`config.mk`:
```
export PLATFORM = sky130hd
export DESIGN_NAME = stairs_animator
export DESIGN_NICKNAME = d
export VERILOG_FILES = /design/src/rtl/stairs_animator.sv
export SDC_FILE = /design/constraint.sdc
export NUM_CORES = 1
export LEC_CHECK = 0
export ABC_AREA = 1
export BUFFER_PORTS_ARGS = -buffer_cell sky130_fd_sc_hd__buf_2
export CORE_ASPECT_RATIO = 1.2
export CORE_UTILIZATION = 60
export CTS_BUF_LIST = sky130_fd_sc_hd__clkbuf_16
export CTS_CLUSTER_SIZE = 8
export DETAILED_ROUTE_END_ITERATION = 10
export PLACE_DENSITY = 0.77
export SKIP_LAST_GASP = 1
export SLEW_MARGIN = 20
export SYNTH_ARGS = -nofsm -noshare
export SYNTH_HDL_FRONTEND = slang
export SYNTH_SLANG_ARGS = --single-unit
```
`constraint.sdc`:
```
create_clock -name clock -period 7 [get_ports clock]
set_input_delay 1.4 -clock clock [delete_from_list [all_inputs] [get_ports clock]]
set_output_delay 1.4 -clock clock [all_outputs]
set_load 0.01 [all_outputs]
```
`src/rtl/stairs_animator.sv`:
```
// stairs_animator: draws NUM_STAIRS filled rectangles one pixel per clock,
// holds them for a number of frames, erases them to the background colour,
// shifts every stair one pixel up or down (wrapping vertically) and repeats.
// Pixel outputs are registered: the pixel for the next scan position is
// computed combinationally and loaded on the edge that enters that position.
module stairs_animator #(
    parameter int         NUM_STAIRS      = 4,
    parameter int         STAIR_W         = 40,
    parameter int         STAIR_H         = 10,
    parameter int         X_PITCH         = 40,
    parameter int         Y_PITCH         = 10,
    parameter int         SCREEN_W        = 160,
    parameter int         SCREEN_H        = 120,
    parameter int         FRAME_DELAY     = 833333,
    parameter int         FRAMES_PER_STEP = 15,
    parameter logic [2:0] BG_COLOUR       = 3'b111
) (
    input  logic       clock,
    input  logic       reset_n,
    input  logic       go,
    input  logic       stop,
    input  logic       dir,
    input  logic [2:0] colour,
    input  logic [7:0] base_x,
    input  logic [6:0] base_y,
    output logic [7:0] out_x,
    output logic [6:0] out_y,
    output logic [2:0] out_colour,
    output logic       plot,
    output logic       busy,
    output logic       step_done
);

    // Stair storage is sized for the maximum count so a 3-bit stair index
    // always addresses a real element; unused entries stay at zero.
    localparam int MAX_STAIRS = 8;
    localparam int DW = (FRAME_DELAY > 1) ? $clog2(FRAME_DELAY) : 1;
    localparam int FW = (FRAMES_PER_STEP > 1) ? $clog2(FRAMES_PER_STEP) : 1;

    localparam logic [2:0]    LAST_S     = 3'(NUM_STAIRS - 1);
    localparam logic [3:0]    LAST_R     = 4'(STAIR_H - 1);
    localparam logic [5:0]    LAST_C     = 6'(STAIR_W - 1);
    localparam logic [6:0]    Y_MAX      = 7'(SCREEN_H - 1);
    localparam logic [7:0]    Y_LIM      = 8'(SCREEN_H);
    localparam logic [8:0]    X_LIM      = 9'(SCREEN_W);
    localparam logic [DW-1:0] DELAY_LAST = DW'(FRAME_DELAY - 1);
    localparam logic [FW-1:0] FRAME_LAST = FW'(FRAMES_PER_STEP - 1);

    typedef enum logic [2:0] {
        S_IDLE,
        S_LOAD,
        S_DRAW,
        S_HOLD,
        S_ERASE,
        S_MOVE
    } state_t;

    state_t        state_reg;
    logic [2:0]    colour_reg;
    logic [6:0]    y_reg [MAX_STAIRS];
    logic [8:0]    x_reg [MAX_STAIRS];
    logic [2:0]    s_reg;
    logic [3:0]    r_reg;
    logic [5:0]    c_reg;
    logic [DW-1:0] delay_reg;
    logic [FW-1:0] frame_reg;
    logic          stop_pending_reg;

    logic [6:0]    load_y [MAX_STAIRS];
    logic [8:0]    load_x [MAX_STAIRS];
    logic [6:0]    move_y [MAX_STAIRS];

    // Per-stair start positions (from the live base inputs) and wrapped moves.
    genvar gi;
    generate
        for (gi = 0; gi < MAX_STAIRS; gi++) begin : g_stair
            if (gi < NUM_STAIRS) begin : g_used
                assign load_y[gi] = 7'((32'(base_y) + 32'(gi * Y_PITCH)) % 32'(SCREEN_H));
                assign load_x[gi] = {1'b0, base_x} + 9'(gi * X_PITCH);
                assign move_y[gi] = dir ? ((y_reg[gi] == Y_MAX) ? 7'd0 : y_reg[gi] + 7'd1)
                                        : ((y_reg[gi] == 7'd0) ? Y_MAX : y_reg[gi] - 7'd1);
            end else begin : g_unused
                assign load_y[gi] = '0;
                assign load_x[gi] = '0;
                assign move_y[gi] = '0;
            end
        end
    endgenerate

    logic       scan_last;
    logic       hold_done;
    logic       emit_pix;
    logic [2:0] nxt_s;
    logic [3:0] nxt_r;
    logic [5:0] nxt_c;
    logic [2:0] tgt_s;
    logic [3:0] tgt_r;
    logic [5:0] tgt_c;
    logic [6:0] sel_y;
    logic [8:0] sel_x;
    logic [7:0] sum_y;
    logic [8:0] pix_x;
    logic [6:0] pix_y;
    logic       pix_vis;
    logic [2:0] pix_colour;

    // Next scan position and the pixel that the coming edge should present.
    always_comb begin
        nxt_s = s_reg;
        nxt_r = r_reg;
        nxt_c = c_reg + 6'd1;
        if (c_reg == LAST_C) begin
            nxt_c = '0;
            if (r_reg == LAST_R) begin
                nxt_r = '0;
                nxt_s = s_reg + 3'd1;
            end else begin
                nxt_r = r_reg + 4'd1;
            end
        end
        scan_last = (s_reg == LAST_S) && (r_reg == LAST_R) && (c_reg == LAST_C);
        hold_done = (delay_reg == DELAY_LAST) && (frame_reg == FRAME_LAST);

        // A scan starts at position 0 when entering DRAW/ERASE, otherwise advances.
        if (state_reg == S_DRAW || state_reg == S_ERASE) begin
            tgt_s = nxt_s;
            tgt_r = nxt_r;
            tgt_c = nxt_c;
        end else begin
            tgt_s = '0;
            tgt_r = '0;
            tgt_c = '0;
        end

        case (state_reg)
            S_LOAD:        emit_pix = 1'b1;
            S_MOVE:        emit_pix = 1'b1;
            S_HOLD:        emit_pix = hold_done;
            S_DRAW,
            S_ERASE:       emit_pix = !scan_last;
            default:       emit_pix = 1'b0;
        endcase

        // Stair positions are not yet in registers in LOAD, and are being
        // updated in MOVE, so take them from the combinational sources there.
        sel_y = y_reg[tgt_s];
        sel_x = x_reg[tgt_s];
        if (state_reg == S_LOAD) begin
            sel_y = load_y[tgt_s];
            sel_x = load_x[tgt_s];
        end else if (state_reg == S_MOVE) begin
            sel_y = move_y[tgt_s];
        end

        sum_y = {1'b0, sel_y} + {4'd0, tgt_r};
        if (sum_y >= Y_LIM) begin
            sum_y = sum_y - Y_LIM;
        end
        pix_y   = sum_y[6:0];
        pix_x   = sel_x + {3'd0, tgt_c};
        pix_vis = (pix_x < X_LIM);

        case (state_reg)
            S_LOAD:         pix_colour = colour;
            S_DRAW, S_MOVE: pix_colour = colour_reg;
            default:        pix_colour = BG_COLOUR;
        endcase
    end

    // Main sequencer: state, stair positions, counters and registered outputs.
    always_ff @(posedge clock or negedge reset_n) begin
        if (!reset_n) begin
            state_reg        <= S_IDLE;
            colour_reg       <= '0;
            s_reg            <= '0;
            r_reg            <= '0;
            c_reg            <= '0;
            delay_reg        <= '0;
            frame_reg        <= '0;
            stop_pending_reg <= 1'b0;
            out_x            <= '0;
            out_y            <= '0;
            out_colour       <= '0;
            plot             <= 1'b0;
            busy             <= 1'b0;
            step_done        <= 1'b0;
            for (int i = 0; i < MAX_STAIRS; i++) begin
                y_reg[i] <= '0;
                x_reg[i] <= '0;
            end
        end else begin
            plot      <= 1'b0;
            step_done <= 1'b0;
            case (state_reg)
                S_IDLE: begin
                    stop_pending_reg <= 1'b0;
                    if (go && !stop) begin
                        state_reg <= S_LOAD;
                        busy      <= 1'b1;
                    end else begin
                        busy      <= 1'b0;
                    end
                end
                S_LOAD: begin
                    colour_reg <= colour;
                    for (int i = 0; i < MAX_STAIRS; i++) begin
                        y_reg[i] <= load_y[i];
                        x_reg[i] <= load_x[i];
                    end
                    state_reg <= S_DRAW;
                end
                S_DRAW: begin
                    if (scan_last) begin
                        state_reg <= S_HOLD;
                    end
                end
                S_HOLD: begin
                    if (stop) begin
                        stop_pending_reg <= 1'b1;
                    end
                    if (delay_reg == DELAY_LAST) begin
                        delay_reg <= '0;
                        if (frame_reg == FRAME_LAST) begin
                            frame_reg <= '0;
                            state_reg <= S_ERASE;
                        end else begin
                            frame_reg <= frame_reg + FW'(1);
                        end
                    end else begin
                        delay_reg <= delay_reg + DW'(1);
                    end
                end
                S_ERASE: begin
                    if (scan_last) begin
                        if (stop_pending_reg) begin
                            state_reg <= S_IDLE;
                            busy      <= 1'b0;
                        end else begin
                            state_reg <= S_MOVE;
                            step_done <= 1'b1;
                        end
                    end
                end
                S_MOVE: begin
                    for (int i = 0; i < MAX_STAIRS; i++) begin
                        y_reg[i] <= move_y[i];
                    end
                    state_reg <= S_DRAW;
                end
                default: begin
                    state_reg <= S_IDLE;
                    busy      <= 1'b0;
                end
            endcase

            if (emit_pix) begin
                s_reg      <= tgt_s;
                r_reg      <= tgt_r;
                c_reg      <= tgt_c;
                out_x      <= pix_x[7:0];
                out_y      <= pix_y;
                out_colour <= pix_colour;
                plot       <= pix_vis;
            end
        end
    end

endmodule

```
### After elaboration in Yosys (flattened, before gate mapping)

Cells that the tools add are included.

| storage, ports and cells | value |
|---|---|
| logic and storage cells | 161 |
| register bits after elaboration | 156 |

| operators by class | value |
|---|---|
| eq/ne operators | 21 |
| divide/modulo/power cells | 4 |
| muxes and demuxes | 61 |
| $lt $le $gt $ge | 3 |
| reductions and logical operators | 22 |
| bitwise gates (word level) | 2 |
| add/sub/neg operators | 22 |

Operators with widths:

| cell | number |
|---|---|
| $mux 7 | 21 |
| $pmux 56 s2 | 1 |
| $mod 32x7->32 const B | 3 |
| $bmux 7 s3 | 3 |
| $bmux 9 s3 | 2 |
| $mux 9 | 5 |
| $mod 7x7->32 const B | 1 |
| $add 7x1->7 const B | 4 |
| $eq 7x7->1 const B | 4 |
| $logic_not 7->1 | 4 |
| $sub 7x1->7 const B | 4 |
| $mux 3 | 9 |
| $add 20x1->20 const B | 1 |
| $eq 20x20->1 const B | 1 |
| $mux 20 | 1 |
| $add 8x7->9 const B | 2 |
| $add 7x5->8 const B | 2 |
| $mux 4 | 4 |
| $pmux 3 s5 | 1 |
| $ne 2x2->1 const B | 7 |
| $mux 6 | 2 |
| $add 8x6->9 const B | 1 |
| $add 9x6->9 | 1 |
| $eq 3x2->1 const B | 3 |
| other kinds (29) | 48 |

### Depth between registers and ports, before layout

Gate-level depths: netlist of run 1.

| depth | value |
|---|---|
| word-level depth | 13 |
| gate-level depth with buffers | 30 |

### Worst setup path after synthesis of run 1

OpenSTA, ideal clock, no wires.

| path | value |
|---|---|
| kind | input -> register |
| from | input base_y[4] |
| to | register out_y[5] |
| stages on the path | 26 |
| data arrival time | 4,392 ps |
| path slack | 2,542 ps |
| library setup time | 66 ps |
| cell sequence | buf_2 > inv_1 > ha_1 > a21oi_1 > or2_2 > nand2_1 > nor3_1 > nand2_1 > o21ai_0 > xor2_1 > nor2_1 > o21ai_0 > a21oi_1 > ha_1 > nand3b_1 > and2_1 > inv_1 > nand4_1 > nand2_1 > inv_1 > ha_1 > xnor2_1 > nand2_2 > nand2_1 > nand2_1 > nand2_1 |

| between the ends | value |
|---|---|
| word-level cells in the longest chain between the ends | 9 |

Ends and longest elaborated chain:

| element | RTL line | RTL |
|---|---|---|
| start: declaration | 25 | `input logic [6:0] base_y,` |
| $add 7x5->8 / $add 7x4->8 (equally long branches) | 78 | `assign load_y[gi] = 7'((32'(base_y) + 32'(gi * Y_PITCH)) % 32'(SCREEN_H));` |
| $mod 32x7->32 | 78 |  |
| $bmux 7 s3 * | 149 | `sel_y = load_y[tgt_s];` |
| $mux 7 (implied by the code) * (2 in a row) | 149 |  |
| $mux 7 * | 148 | `if (state_reg == S_LOAD) begin` |
| $add 7x4->8 * | 155 | `sum_y = {1'b0, sel_y} + {4'd0, tgt_r};` |
| $sub 7x7->7 / $ge 8x7->1 (equally long branches) | 157, 156 |  |
| $mux 7 * | 156 | `if (sum_y >= Y_LIM) begin` |
| end signal: assignment | 261 | `out_y <= pix_y;` |
| end: declaration | 27 | `output logic [6:0] out_y,` |

Every way passes the cells marked *; elsewhere a longest branch is shown, timed or not. The select of a mux whose other input is x is not followed.
A chain may end at the register's enable or synchronous reset.

### Final worst setup path of run 1

| path | value |
|---|---|
| from | register state_reg[1] |
| to | register plot |

| between the ends | value |
|---|---|
| word-level cells in the longest chain between the ends | 11 |

Ends and longest elaborated chain:

| element | RTL line | RTL |
|---|---|---|
| start: declaration | 58 | `state_t state_reg;` |
| start signal: assignment | 173 | `state_reg <= S_IDLE;` |
| start signal: assignment | 198 | `state_reg <= S_LOAD;` |
| start signal: assignment | 210 | `state_reg <= S_DRAW;` |
| $eq 3x2->1 / $eq 3x3->1 (equally long branches) | 125, 135 |  |
| $logic_or 1x1->1 | 125 | `if (state_reg == S_DRAW \|\| state_reg == S_ERASE) begin` |
| $mux 3 | 125 |  |
| $not 3->4 (implied by the code) | 147, 150 |  |
| $bmux 9 s3 (on tied branches) | 147, 150 |  |
| $mux 9 (on tied branches) (2 in a row) | 147, 150 |  |
| $mux 9 | 148 |  |
| $add 9x6->9 | 160 | `pix_x = sel_x + {3'd0, tgt_c};` |
| $lt 9x8->1 | 161 | `pix_vis = (pix_x < X_LIM);` |
| $mux 1 * | 256 | `if (emit_pix) begin` |
| end signal: assignment | 263 | `plot <= pix_vis;` |
| end: declaration | 29 | `output logic plot,` |

Marked as above.

==> results of run 1 <==
-- worst register-to-register path: cells and delay by family (launching register included) --
kind,cells,cell delay [ns]
compound gates,3,0.48
xor+xnor,1,0.09
fa+ha+maj,1,0.33
buf+inv,6,1.60
flops,1,0.47
simple gates,12,1.57
-- worst min path at each step --
| stage | start | to | cells after the start |
|---|---|---|---|
| floorplan | x_reg[54] | x_reg[54] | 2 |
| global placement | out_x[1] | out_x[1] | 2 |
| detailed placement | out_x[0] | out_x[0] | 2 |
| CTS | out_x[0] | out_x[0] | 2 |
| global route | colour_reg[2] | colour_reg[2] | 2 |
| finish | out_x[0] | out_x[0] | 2 |
-- layout by cell type, fill, tap and decap left out, drive strengths merged, types with 4 or more instances in the layout --
cell type    n
nand2      303
inv        170
dfrtp      117
nor2       114
o21ai       97
nand3       97
a21oi       58
buf         50
ha          46
nor3        28
xor2        25
nand4       22
clkbuf      17
o221ai      16
o211ai      12
xnor2       12
clkinv      11
o22ai        7
nor4         6
a211oi       5
o21bai       5
nand3b       4
a31oi        4
o21a         4
a22oi        4
-- cells in the mapped netlist, types with 4 or more instances --
cell and count:
a31oi_1 4, nor4_1 6, nor3_1 27, o21ai_0 94, a211oi_1 5, nand3_1 88, xor2_1 25, nand3b_1 4
o221ai_1 16, nand2_1 290, inv_2 6, nor2_1 103, dfrtp_1 117, o21a_1 4, o22ai_1 7, nor2_2 8
xnor2_1 12, nand2_2 9, a21oi_1 57, ha_1 46, o211ai_1 12, nand4_1 22, o21bai_1 5, a22oi_1 4
nand2_4 4, nand3_2 8, clkbuf_1 24, inv_1 162, buf_2 12
-- layout make-up --
| cell class | count | share of cell area |
|---|---|---|
| Clock inverter | 13 | 0.0149 |
| Multi-Input combinational cell | 897 | 0.516 |
| Timing Repair Buffer | 50 | 0.0283 |
| Inverter | 171 | 0.0675 |
| Clock buffer | 17 | 0.0445 |
| Tap cell | 171 | 0.0224 |
| Sequential cell | 117 | 0.307 |
-- per-layer routing --
metal / track usage / vias to the layer above / part of all wire
met2: 0.553 / 304 / 0.48
met1: 0.404 / 3890 / 0.42
li1: - / 4129 / -
met3: 0.0479 / 69 / 0.056
met5: 0 / - / 0
met4: 0.171 / 0 / 0.043
-- cells by family after synthesis --
logic type               Yosys count  synth area share
AO/OA/AOI/OAI                    235             0.163
buffers and inverters            214            0.0967
XOR/XNOR                          37            0.0373
AND/OR/NAND/NOR                  577             0.295
flip-flops                       117             0.337
adder cells (fa/ha/maj)           48            0.0708
-- power groups by stage --
stage | Combinational, W | Sequential (W) | Clock, W
floorplan | 0.000147 | 0.000727 | 0
global placement | 0.000212 | 0.000732 | 0
detailed placement | 0.000215 | 0.000732 | 0
CTS | 0.000217 | 0.000721 | 0.000865
global route | 0.000247 | 0.000725 | 0.000891
finish | 0.000218 | 0.000723 | 0.000858
-- through the flow --
step / hold slack (ns) / worst slack [ns] / power, W
floorplan: 0.438 / 2.54 / 0.000875
global placement: 0.452 / 2.10 / 0.000945
detailed placement: 0.454 / 1.95 / 0.000947
CTS: 0.468 / 2.39 / 0.00180
global route: 0.495 / 1.84 / 0.00186
finish: 0.462 / 2.33 / 0.00180
==> flow_metrics.py, run 1 <==
metrics = {
    "status": {
        "outcome": "finished, violations left",
        "failed_checks": "design-rule violations",
    },
    "drt": {
        "post_drt_via_cell_ratio": 5.84,
        "routed_wire_length_per_instance_um": 16.0,
        "drt_first_iter_violations": 782,
        "drc": 1,
        "ant_nets": 0,
        "detail_route.first_pass.iterations": 11,
        "wirelength_um": 22900,
        "vias": 8392,
    },
    "clocking": {
        "clk_transition_reported_paths_ns": 0.06,
        "cts_root_buf": "clkbuf_16",
        "post-cts-setup-buffer-count": 0,
        "htree_num_levels": 4,
        "tritoncts_num_sinks": 117,
        "cts_tree": "done",
        "cts_hold_buffers": 0,
        "clk_path_buf_depth": 2,
        "cts_repair_resize_count": 0,
        "tritoncts.num_buffers": 17,
        "worst_skew_pair.late_latency_ns": 0.42,
    },
    "final_layout": {
        "regArea_sq_um": 2930,
        "number_of_fillers_in_the_final_layout": 1214,
        "area_growth_syn_to_layout_pct": 9.84,
        "final-instance-count-excl-fill": 1436,
        "diode_count": 0,
        "area_used_by_multi_input_combinational_logic_sq_um": 4920,
        "largest_register_ffs": 28,
        "final_area_sq_um": 9550,
        "finish.net_count": 1325,
        "final_layout_size_suffix_gt1_frac": 0.0941,
        "finalCoreUtilization": 0.682,
    },
    "power_and_ir_drop": {
        "irDropWorstVdd_mv": 0.238,
        "power_frac_seq": 0.402,
        "comb_power_share": 0.121,
        "netSwitchingFraction": 0.265,
        "cellPowerDensity_nw_per_um2": 188,
        "p_clk_frac": 0.477,
        "p_leak_nw": 4.80,
        "p_sw_w": 0.000477,
        "p_int_w": 0.00132,
    },
    "worst_setup_path": {
        "critPathCaptureType": "flip-flop",
        "timing.setup.critical_path_class": "reg2reg",
        "timing.critical_path.mode_cell": "nand2_1",
        "path_cells": "nor2_4 -> inv_2 -> nor2_2 -> buf_4 -> inv_1 -> buf_4 -> nand2_1 -> nand2_1 -> nand2_1 -> inv_1 -> ha_1 -> a21oi_1 -> inv_1 -> a31oi_1 -> nor2_1 -> nor2_1 -> o21bai_1 -> nand2_1 -> nand2_1 -> nand2_1 -> xnor2_1 -> nor2_1 -> nor3_2",
        "crit_path_start": "state_reg[1]",
        "worst_path_largest_cell_delay_ns": 0.58,
        "timing.critical_path.slowest_stage_cell": "nor2_4",
        "crit_path_start_kind": "flip-flop",
        "setup.reg_to_reg.worst_slack_ns": 2.33,
        "cp.buffers_inverters": 6,
        "cp_data_arrival_time_ns": 4.95,
        "worstPathRequired_ns": 7.28,
        "r2r_start": "state_reg[1]",
        "timing.reg2reg.worst_path_depth": 23,
        "reg2reg_capture_point": "plot",
        "crit_path_end": "plot",
        "cp_delay_by_family_top": "simple AND/OR/NAND/NOR gates",
        "crit_cells": 23,
        "critical_path.max_fanout": 40,
    },
    "yosys": {
        "synth-async-reset-ratio": 1.00,
        "synth_area_sq_um": 8690,
        "synth_largest_area_cell": "dfrtp_1",
        "primary_flip_flop_cell_chosen_by_synthesis_mapping": "dfrtp_1",
        "synth_largest_type_area_fraction": 0.337,
        "syn-num-nets": 1299,
        "synth_edf_count": 0,
        "synth_sequential_area_ratio": 0.337,
        "synth.top_cells.by_area": "dfrtp_1 (34%), nand2_1 (13%), inv_1 (7.0%)",
        "syn-instance-count": 1228,
        "synth.avg_cell_area_sq_um": 7.08,
        "ys_seq_elements": 117,
        "netlist-cell-type-count": 57,
        "ys_warn_count": 0,
    },
    "placed_design": {
        "io_buffers": 43,
        "placed_cell_area_sq_um": 8980,
        "numPlacedInstances": 1406,
        "finalWeightedCongestion": 0.953,
        "dpl.hpwl_um": 16400,
    },
    "timing": {
        "layout_worst_path_cycle_share": 0.667,
        "rsz_0062_raised_after_global_routing": "false",
        "totalNegativeSetupSlack_ns": 0,
        "min_period_ns": 4.67,
        "hold_violations": 0,
        "final-max-slew-violation-count": 0,
        "report.final.setup_viol": 0,
        "clock_skew_ns": 0.0105,
        "clock.fmax_mhz": 214,
        "transition_time_at_the_pin_with_the_least_slew_margin_ns": 0.868,
        "maxSlewHeadroom": 0.415,
    },
    "global_route": {
        "grt_util_all_layers": 0.327,
        "number_of_antenna_violations_at_the_first_check_in_global_routing": 0,
        "grt_max_degree": 66,
        "globalRoute.totalOverflow": 0,
        "vias_in_the_first_global_route": 8090,
        "grt_pass1_wl_um": 38900,
    },
    "floorplan": {
        "initial_core_util": 0.621,
        "dieHeight_um": 134,
        "die_x_um": 112,
        "core-area_sq_um": 14000,
        "ios": 44,
        "fp-row-count": 47,
        "die_area_sq_um": 15000,
    },
    "run": {
        "max_cap_violation_count": 0,
    },
    "min_path": {
        "holdCritPathClass": "reg2reg",
    },
}
(Power assumes the default switching activity.)
==> inputs of run 2 (changes only) <==
- clock period: 7 -> 4.75 ns (I/O delays scaled with it)
==> run 2 against run 1 <==
Net effect:
- the run still ends with design-rule violations left
- worst hold slack better by 0.0029 ns
- critical path depth up 1
- global-route usage down 0.31 points
- via count up 0.58%
- sequential share of layout area down 0.43 points
- wire length about the same
- non-clock buffer count up 9
- sequential cell count unchanged
- utilization up 0.97 points
==> flow_metrics.py, run 2 (synthesized netlist as in run 1, its figures left out) <==
metrics = {
    "worst_setup_path": {
        "r2r_start": "c_reg[0]",
        "setup.reg_to_reg.worst_slack_ns": 0.49,
        "cp_data_arrival_time_ns": 4.63,
        "timing.setup.critical_path_class": "reg2reg",
        "critPathCaptureType": "flip-flop",
        "critical_path.max_fanout": 17,
        "worstPathRequired_ns": 5.11,
        "timing.reg2reg.worst_path_depth": 24,
        "reg2reg_capture_point": "out_y[5]",
        "crit_path_start_kind": "flip-flop",
    },
    "timing": {
        "clock_skew_ns": 0.00937,
        "hold_violations": 0,
        "min_period_ns": 4.26,
        "report.final.setup_viol": 0,
        "final.hold.worst_slack_ns": 0.465,
        "final-max-slew-violation-count": 0,
        "transition_time_at_the_pin_with_the_least_slew_margin_ns": 0.789,
        "totalNegativeSetupSlack_ns": 0,
        "layout_worst_path_cycle_share": 0.898,
        "clock.fmax_mhz": 235,
        "rsz_0062_raised_after_global_routing": "false",
        "maxSlewHeadroom": 0.468,
    },
    "final_layout": {
        "largest_register_ffs": 28,
        "most-common-layout-cells": "nand2_1 (290), inv_1 (162), dfrtp_1 (117)",
        "regArea_sq_um": 2930,
        "finish.net_count": 1334,
        "area_used_by_multi_input_combinational_logic_sq_um": 4920,
        "diode_count": 0,
        "final_layout_size_suffix_gt1_frac": 0.104,
        "mostFrequentLayoutCell": "nand2_1",
        "area_growth_syn_to_layout_pct": 11.4,
        "number_of_fillers_in_the_final_layout": 1195,
    },
    "min_path": {
        "worstHoldEndpoint": "out_x[0]",
        "hold-path-cell-count": 2,
        "holdCritPathClass": "reg2reg",
        "timing.hold.worst.start": "out_x[0]",
    },
    "power_and_ir_drop": {
        "irDropWorstVdd_mv": 0.283,
        "cellPowerDensity_nw_per_um2": 285,
        "report.power.total_w": 0.00276,
        "p_leak_nw": 4.86,
    },
    "global_route": {
        "grt_max_degree": 63,
        "grt_pass1_wl_um": 38500,
        "grt_util_all_layers": 0.324,
        "vias_in_the_first_global_route": 8087,
        "number_of_antenna_violations_at_the_first_check_in_global_routing": 0,
        "globalRoute.totalOverflow": 0,
    },
    "placed_design": {
        "dpl.hpwl_um": 16400,
        "io_buffers": 43,
        "finalWeightedCongestion": 0.918,
    },
    "clocking": {
        "tritoncts.num_buffers": 17,
        "worst_skew_pair.late_latency_ns": 0.43,
        "cts_tree": "done",
        "cts_repair_resize_count": 0,
        "post-cts-setup-buffer-count": 0,
        "tritoncts_num_sinks": 117,
        "clk_transition_reported_paths_ns": 0.06,
        "cts_root_buf": "clkbuf_16",
        "clk_path_buf_depth": 2,
        "htree_num_levels": 4,
        "cts_hold_buffers": 0,
    },
    "status": {
        "failed_checks": "design-rule violations",
        "outcome": "finished, violations left",
    },
    "drt": {
        "post_drt_via_cell_ratio": 5.83,
        "drt_first_iter_violations": 706,
        "drc": 1,
        "vias": 8441,
        "routed_wire_length_per_instance_um": 15.8,
        "wirelength_um": 22900,
        "detail_route.first_pass.iterations": 9,
        "ant_nets": 0,
    },
    "floorplan": {
        "initial_core_util": 0.621,
        "dieHeight_um": 134,
        "die_x_um": 112,
        "die_area_sq_um": 15000,
        "fp-row-count": 47,
        "ios": 44,
        "core-area_sq_um": 14000,
    },
    "run": {
        "max_cap_violation_count": 0,
    },
}
-- run 2: cell count changes in the layout (fill, tap and decap cells not counted), sizes merged --
cell	change
clkinv	-4
clkinvlp	+1
bufinv	+1
inv	+4
buf	+9
-- run 2: metal layers --
layer	track usage	share of wire	vias up
li1	-	-	4152
met1	0.399	0.42	3929
met2	0.551	0.48	301
met3	0.0456	0.057	59
met4	0.170	0.042	0
met5	0	0	-
-- run 2: worst max path at each step --
stage	from	endpoint	slack, ns	cells past startpoint
2_1_floorplan	base_y[4]	out_y[5]	0.74	26
3_3_place_gp	base_y[4]	out_y[5]	0.40	26
3_5_place_dp	base_y[2]	out_y[5]	0.27	25
4_1_cts	c_reg[0]	out_y[5]	0.48	24
5_1_grt	c_reg[0]	out_y[5]	0.07	24
6_report	c_reg[0]	out_y[5]	0.49	24
-- run 2: through the flow --
step / cells / cell area (sq um) / setup slack (ns) / utilization
after floorplan: 1228 / 8690 / 0.742 / -
after CTS: 1447 / 9690 / 0.481 / 0.692
after global placement: 1415 / 9060 / 0.400 / 0.647
after detailed placement: 1415 / 9060 / 0.271 / 0.647
after global routing: 1447 / 9690 / 0.0669 / 0.692
final: 1447 / 9690 / 0.486 / 0.692
-- run 2: worst max-delay path, cell delays in order (launching register included) --
cell,delay [ns]
dfrtp_1,0.37
ha_1,0.22
nand3_2,0.11
nor2_4,0.21
nand2_4,0.11
nand2_4,0.10
nand3_2,0.27
inv_1,0.29
nand2_1,0.10
a32o_1,0.22
a21oi_1,0.33
inv_1,0.11
fa_1,0.44
nand3b_1,0.16
and2_1,0.19
inv_1,0.06
nand4_1,0.12
nand2_1,0.12
inv_1,0.05
ha_1,0.19
xnor2_1,0.18
nand2_2,0.07
nand2_1,0.05
nand2_1,0.04
nand2_1,0.06
-- run 2: layout make-up --
| class | instances | area share |
|---|---|---|
| clock inverter | 15 | 0.0205 |
| sequential | 117 | 0.302 |
| timing repair buffer | 59 | 0.0362 |
| inverter | 171 | 0.0665 |
| clock buffer | 17 | 0.0439 |
| tap | 171 | 0.0221 |
| multi-input combinational | 897 | 0.508 |
-- run 2: report_power, final --
| group | total, W | leakage [nW] | internal, W | switching [W] |
|---|---|---|---|---|
| Clock | 0.00138 | 0.306 | 0.000880 | 0.000498 |
| Sequential | 0.00106 | 1.35 | 0.00103 | 0.0000352 |
| Combinational | 0.000320 | 3.21 | 0.000117 | 0.000204 |
| Total | 0.00276 | 4.86 | 0.00202 | 0.000737 |
==> inputs of run 3 (changes only) <==
- ABC_AREA: 1 -> default
==> run 3 against run 2 <==
Net effect:
- the run now ends clean
- die area rose by 5.5%
- sequential cell count unchanged
- via count up 6.0%
- power fell by 5.5%
- critical path depth is 5 lower
==> flow_metrics.py, run 3 <==
metrics = {
    "status": {
        "outcome": "completed",
    },
    "yosys": {
        "synth.top_cells.by_area": "dfrtp_1 (32%), nand2_1 (6.5%), ha_1 (6.3%)",
        "synth_largest_type_area_fraction": 0.319,
        "ys_seq_elements": 117,
        "synth_area_sq_um": 9180,
        "synth-async-reset-ratio": 1.00,
        "synth.avg_cell_area_sq_um": 8.05,
        "netlist-cell-type-count": 90,
        "synth_sequential_area_ratio": 0.319,
        "syn-instance-count": 1140,
        "synth_edf_count": 0,
        "netlist_top_cells_count": "nand2_1 (159), dfrtp_1 (117), nor2_1 (98)",
        "ys_warn_count": 0,
        "synth.most_common_cell": "nand2_1",
        "syn-num-nets": 1211,
        "primary_flip_flop_cell_chosen_by_synthesis_mapping": "dfrtp_1",
        "synth_largest_area_cell": "dfrtp_1",
    },
    "drt": {
        "post_drt_via_cell_ratio": 6.24,
        "wirelength_um": 25400,
        "vias": 8950,
        "drc": 0,
        "drt_first_iter_violations": 728,
        "routed_wire_length_per_instance_um": 17.7,
        "ant_nets": 0,
        "detail_route.first_pass.iterations": 6,
    },
    "final_layout": {
        "number_of_fillers_in_the_final_layout": 1200,
        "finish.net_count": 1288,
        "mostFrequentLayoutCell": "nand2_1",
        "final-instance-count-excl-fill": 1434,
        "most-common-layout-cells": "nand2_1 (158), dfrtp_1 (115), nor2_1 (97)",
        "largest_register_ffs": 28,
        "diode_count": 0,
        "final_layout_size_suffix_gt1_frac": 0.176,
        "area_growth_syn_to_layout_pct": 17.1,
    },
    "floorplan": {
        "dieHeight_um": 138,
        "ios": 44,
        "die_x_um": 115,
        "die_area_sq_um": 15800,
        "core-area_sq_um": 15000,
        "fp-row-count": 49,
        "initial_core_util": 0.614,
    },
    "clocking": {
        "clk_path_buf_depth": 2,
        "cts_hold_buffers": 0,
        "cts_root_buf": "clkbuf_16",
        "cts_tree": "done",
        "tritoncts.num_buffers": 17,
        "clk_transition_reported_paths_ns": 0.06,
        "tritoncts_num_sinks": 117,
        "htree_num_levels": 4,
        "worst_skew_pair.late_latency_ns": 0.43,
    },
    "timing": {
        "transition_time_at_the_pin_with_the_least_slew_margin_ns": 0.909,
        "hold_violations": 0,
        "final-max-slew-violation-count": 0,
        "report.final.setup_viol": 0,
        "layout_worst_path_cycle_share": 0.944,
        "final.hold.worst_slack_ns": 0.460,
        "layout_setup_ws_ns": 0.266,
        "clock_skew_ns": 0.00792,
        "clock.fmax_mhz": 223,
        "maxSlewHeadroom": 0.394,
        "min_period_ns": 4.48,
        "rsz_0062_raised_after_global_routing": "false",
        "totalNegativeSetupSlack_ns": 0,
    },
    "global_route": {
        "vias_in_the_first_global_route": 8397,
        "grt_max_degree": 61,
        "globalRoute.totalOverflow": 0,
        "grt_util_all_layers": 0.337,
        "number_of_antenna_violations_at_the_first_check_in_global_routing": 0,
        "grt_pass1_wl_um": 41400,
    },
    "placed_design": {
        "placement.setup.worst_slack_ns": -0.232,
        "io_buffers": 43,
        "finalWeightedCongestion": 0.947,
        "numPlacedInstances": 1397,
        "dpl.hpwl_um": 18000,
    },
    "worst_setup_path": {
        "worst_path_largest_cell_delay_ns": 0.43,
        "path_cells": "inv_1 -> ha_1 -> or3b_4 -> o41a_1 -> a221o_1 -> a22oi_2 -> mux2_2 -> mux2i_1 -> a211oi_4 -> a211oi_2 -> ha_1 -> o21ai_0 -> and2_1 -> o21ai_0 -> and2_1 -> ha_1 -> and2_1 -> or3_1 -> a32o_1",
        "crit_cells": 19,
        "worstPathRequired_ns": 5.06,
        "timing.setup.critical_path_class": "reg2reg",
        "critical_path.max_fanout": 5,
        "timing.critical_path.slowest_stage_cell": "or3b_4",
        "crit_path_start_kind": "flip-flop",
        "cp_data_arrival_time_ns": 4.79,
        "cp_delay_by_family_top": "compound AO/OA/AOI/OAI gates",
        "cp.buffers_inverters": 1,
        "critPathCaptureType": "flip-flop",
        "timing.reg2reg.worst_path_depth": 19,
    },
    "run": {
        "max_cap_violation_count": 0,
    },
    "power_and_ir_drop": {
        "irDropWorstVdd_mv": 0.260,
        "cellPowerDensity_nw_per_um2": 243,
        "report.power.total_w": 0.00261,
        "p_leak_nw": 4.83,
    },
    "min_path": {
        "holdCritPathClass": "reg2reg",
        "hold-path-cell-count": 2,
    },
}
-- run 3: final cells by class --
class | instances | area [sq um] | share of cell area
multi-input cells | 897 | 5830 | 0.543
flip-flops and latches | 117 | 2930 | 0.273
repair buffers | 138 | 960 | 0.0893
clock buffers | 17 | 425 | 0.0396
well taps | 204 | 255 | 0.0238
inverters | 46 | 173 | 0.0161
clock inverters | 15 | 170 | 0.0158
-- run 3: worst register-to-register path, cell delays in order (launching register included) --
cell,delay [ns]
dfrtp_1,0.38
inv_1,0.09
ha_1,0.20
or3b_4,0.43
o41a_1,0.35
a221o_1,0.35
a22oi_2,0.23
mux2_2,0.19
mux2i_1,0.09
a211oi_4,0.30
a211oi_2,0.08
ha_1,0.29
o21ai_0,0.10
and2_1,0.17
o21ai_0,0.10
and2_1,0.16
ha_1,0.19
and2_1,0.14
or3_1,0.30
a32o_1,0.22
-- run 3: metal layers --
metal  part of all wire  routed length (um)  track usage
met2               0.50               12800        0.585
met5                  0                   0            0
met1               0.40               10100        0.399
met4              0.041                1030        0.167
met3              0.057                1460       0.0603
-- run 3: per-stage QoR --
step / instance area (sq um) / utilization
6_report: 10700 / 0.718
5_1_grt: 10700 / 0.718
4_1_cts: 10600 / 0.712
3_5_place_dp: 10000 / 0.671
3_3_place_gp: 10000 / 0.671
2_1_floorplan: 9180 / -
-- run 3: worst paths after layout --
path	slack (ns)	to	startpoint
worst max-delay path	0.27	out_y[5]	y_reg[36]
worst min-delay path	0.46	out_x[0]	out_x[0]
worst max register to register	0.27	out_y[5]	y_reg[36]
worst min register to register	0.46	out_x[0]	out_x[0]
max in group asynchronous	3.07	r_reg[1]	reset_n
min in group asynchronous	0.60	y_reg[31]	reset_n
-- run 3: what timing repair did --
item,4_1_cts,5_1_grt
resized for setup,1,15
pin swaps,0,4
buffers inserted,0,5
setup endpoints to repair,1,2
-- run 3: power breakdown --
part / internal, W / total [W] / switching [W]
Sequential: 0.00101 / 0.00102 / 0.0000144
Combinational: 0.000121 / 0.000285 / 0.000164
Clock: 0.000784 / 0.00130 / 0.000518
Total: 0.00191 / 0.00261 / 0.000696
-- run 3: logic make-up after synthesis --
kind of cell	count (synthesis)	share of synthesized area
simple gates	418	0.221
compound gates	348	0.254
buf+inv	126	0.0547
flops	117	0.319
xor+xnor	60	0.0572
fa+ha+maj	48	0.0671
mux	23	0.0274
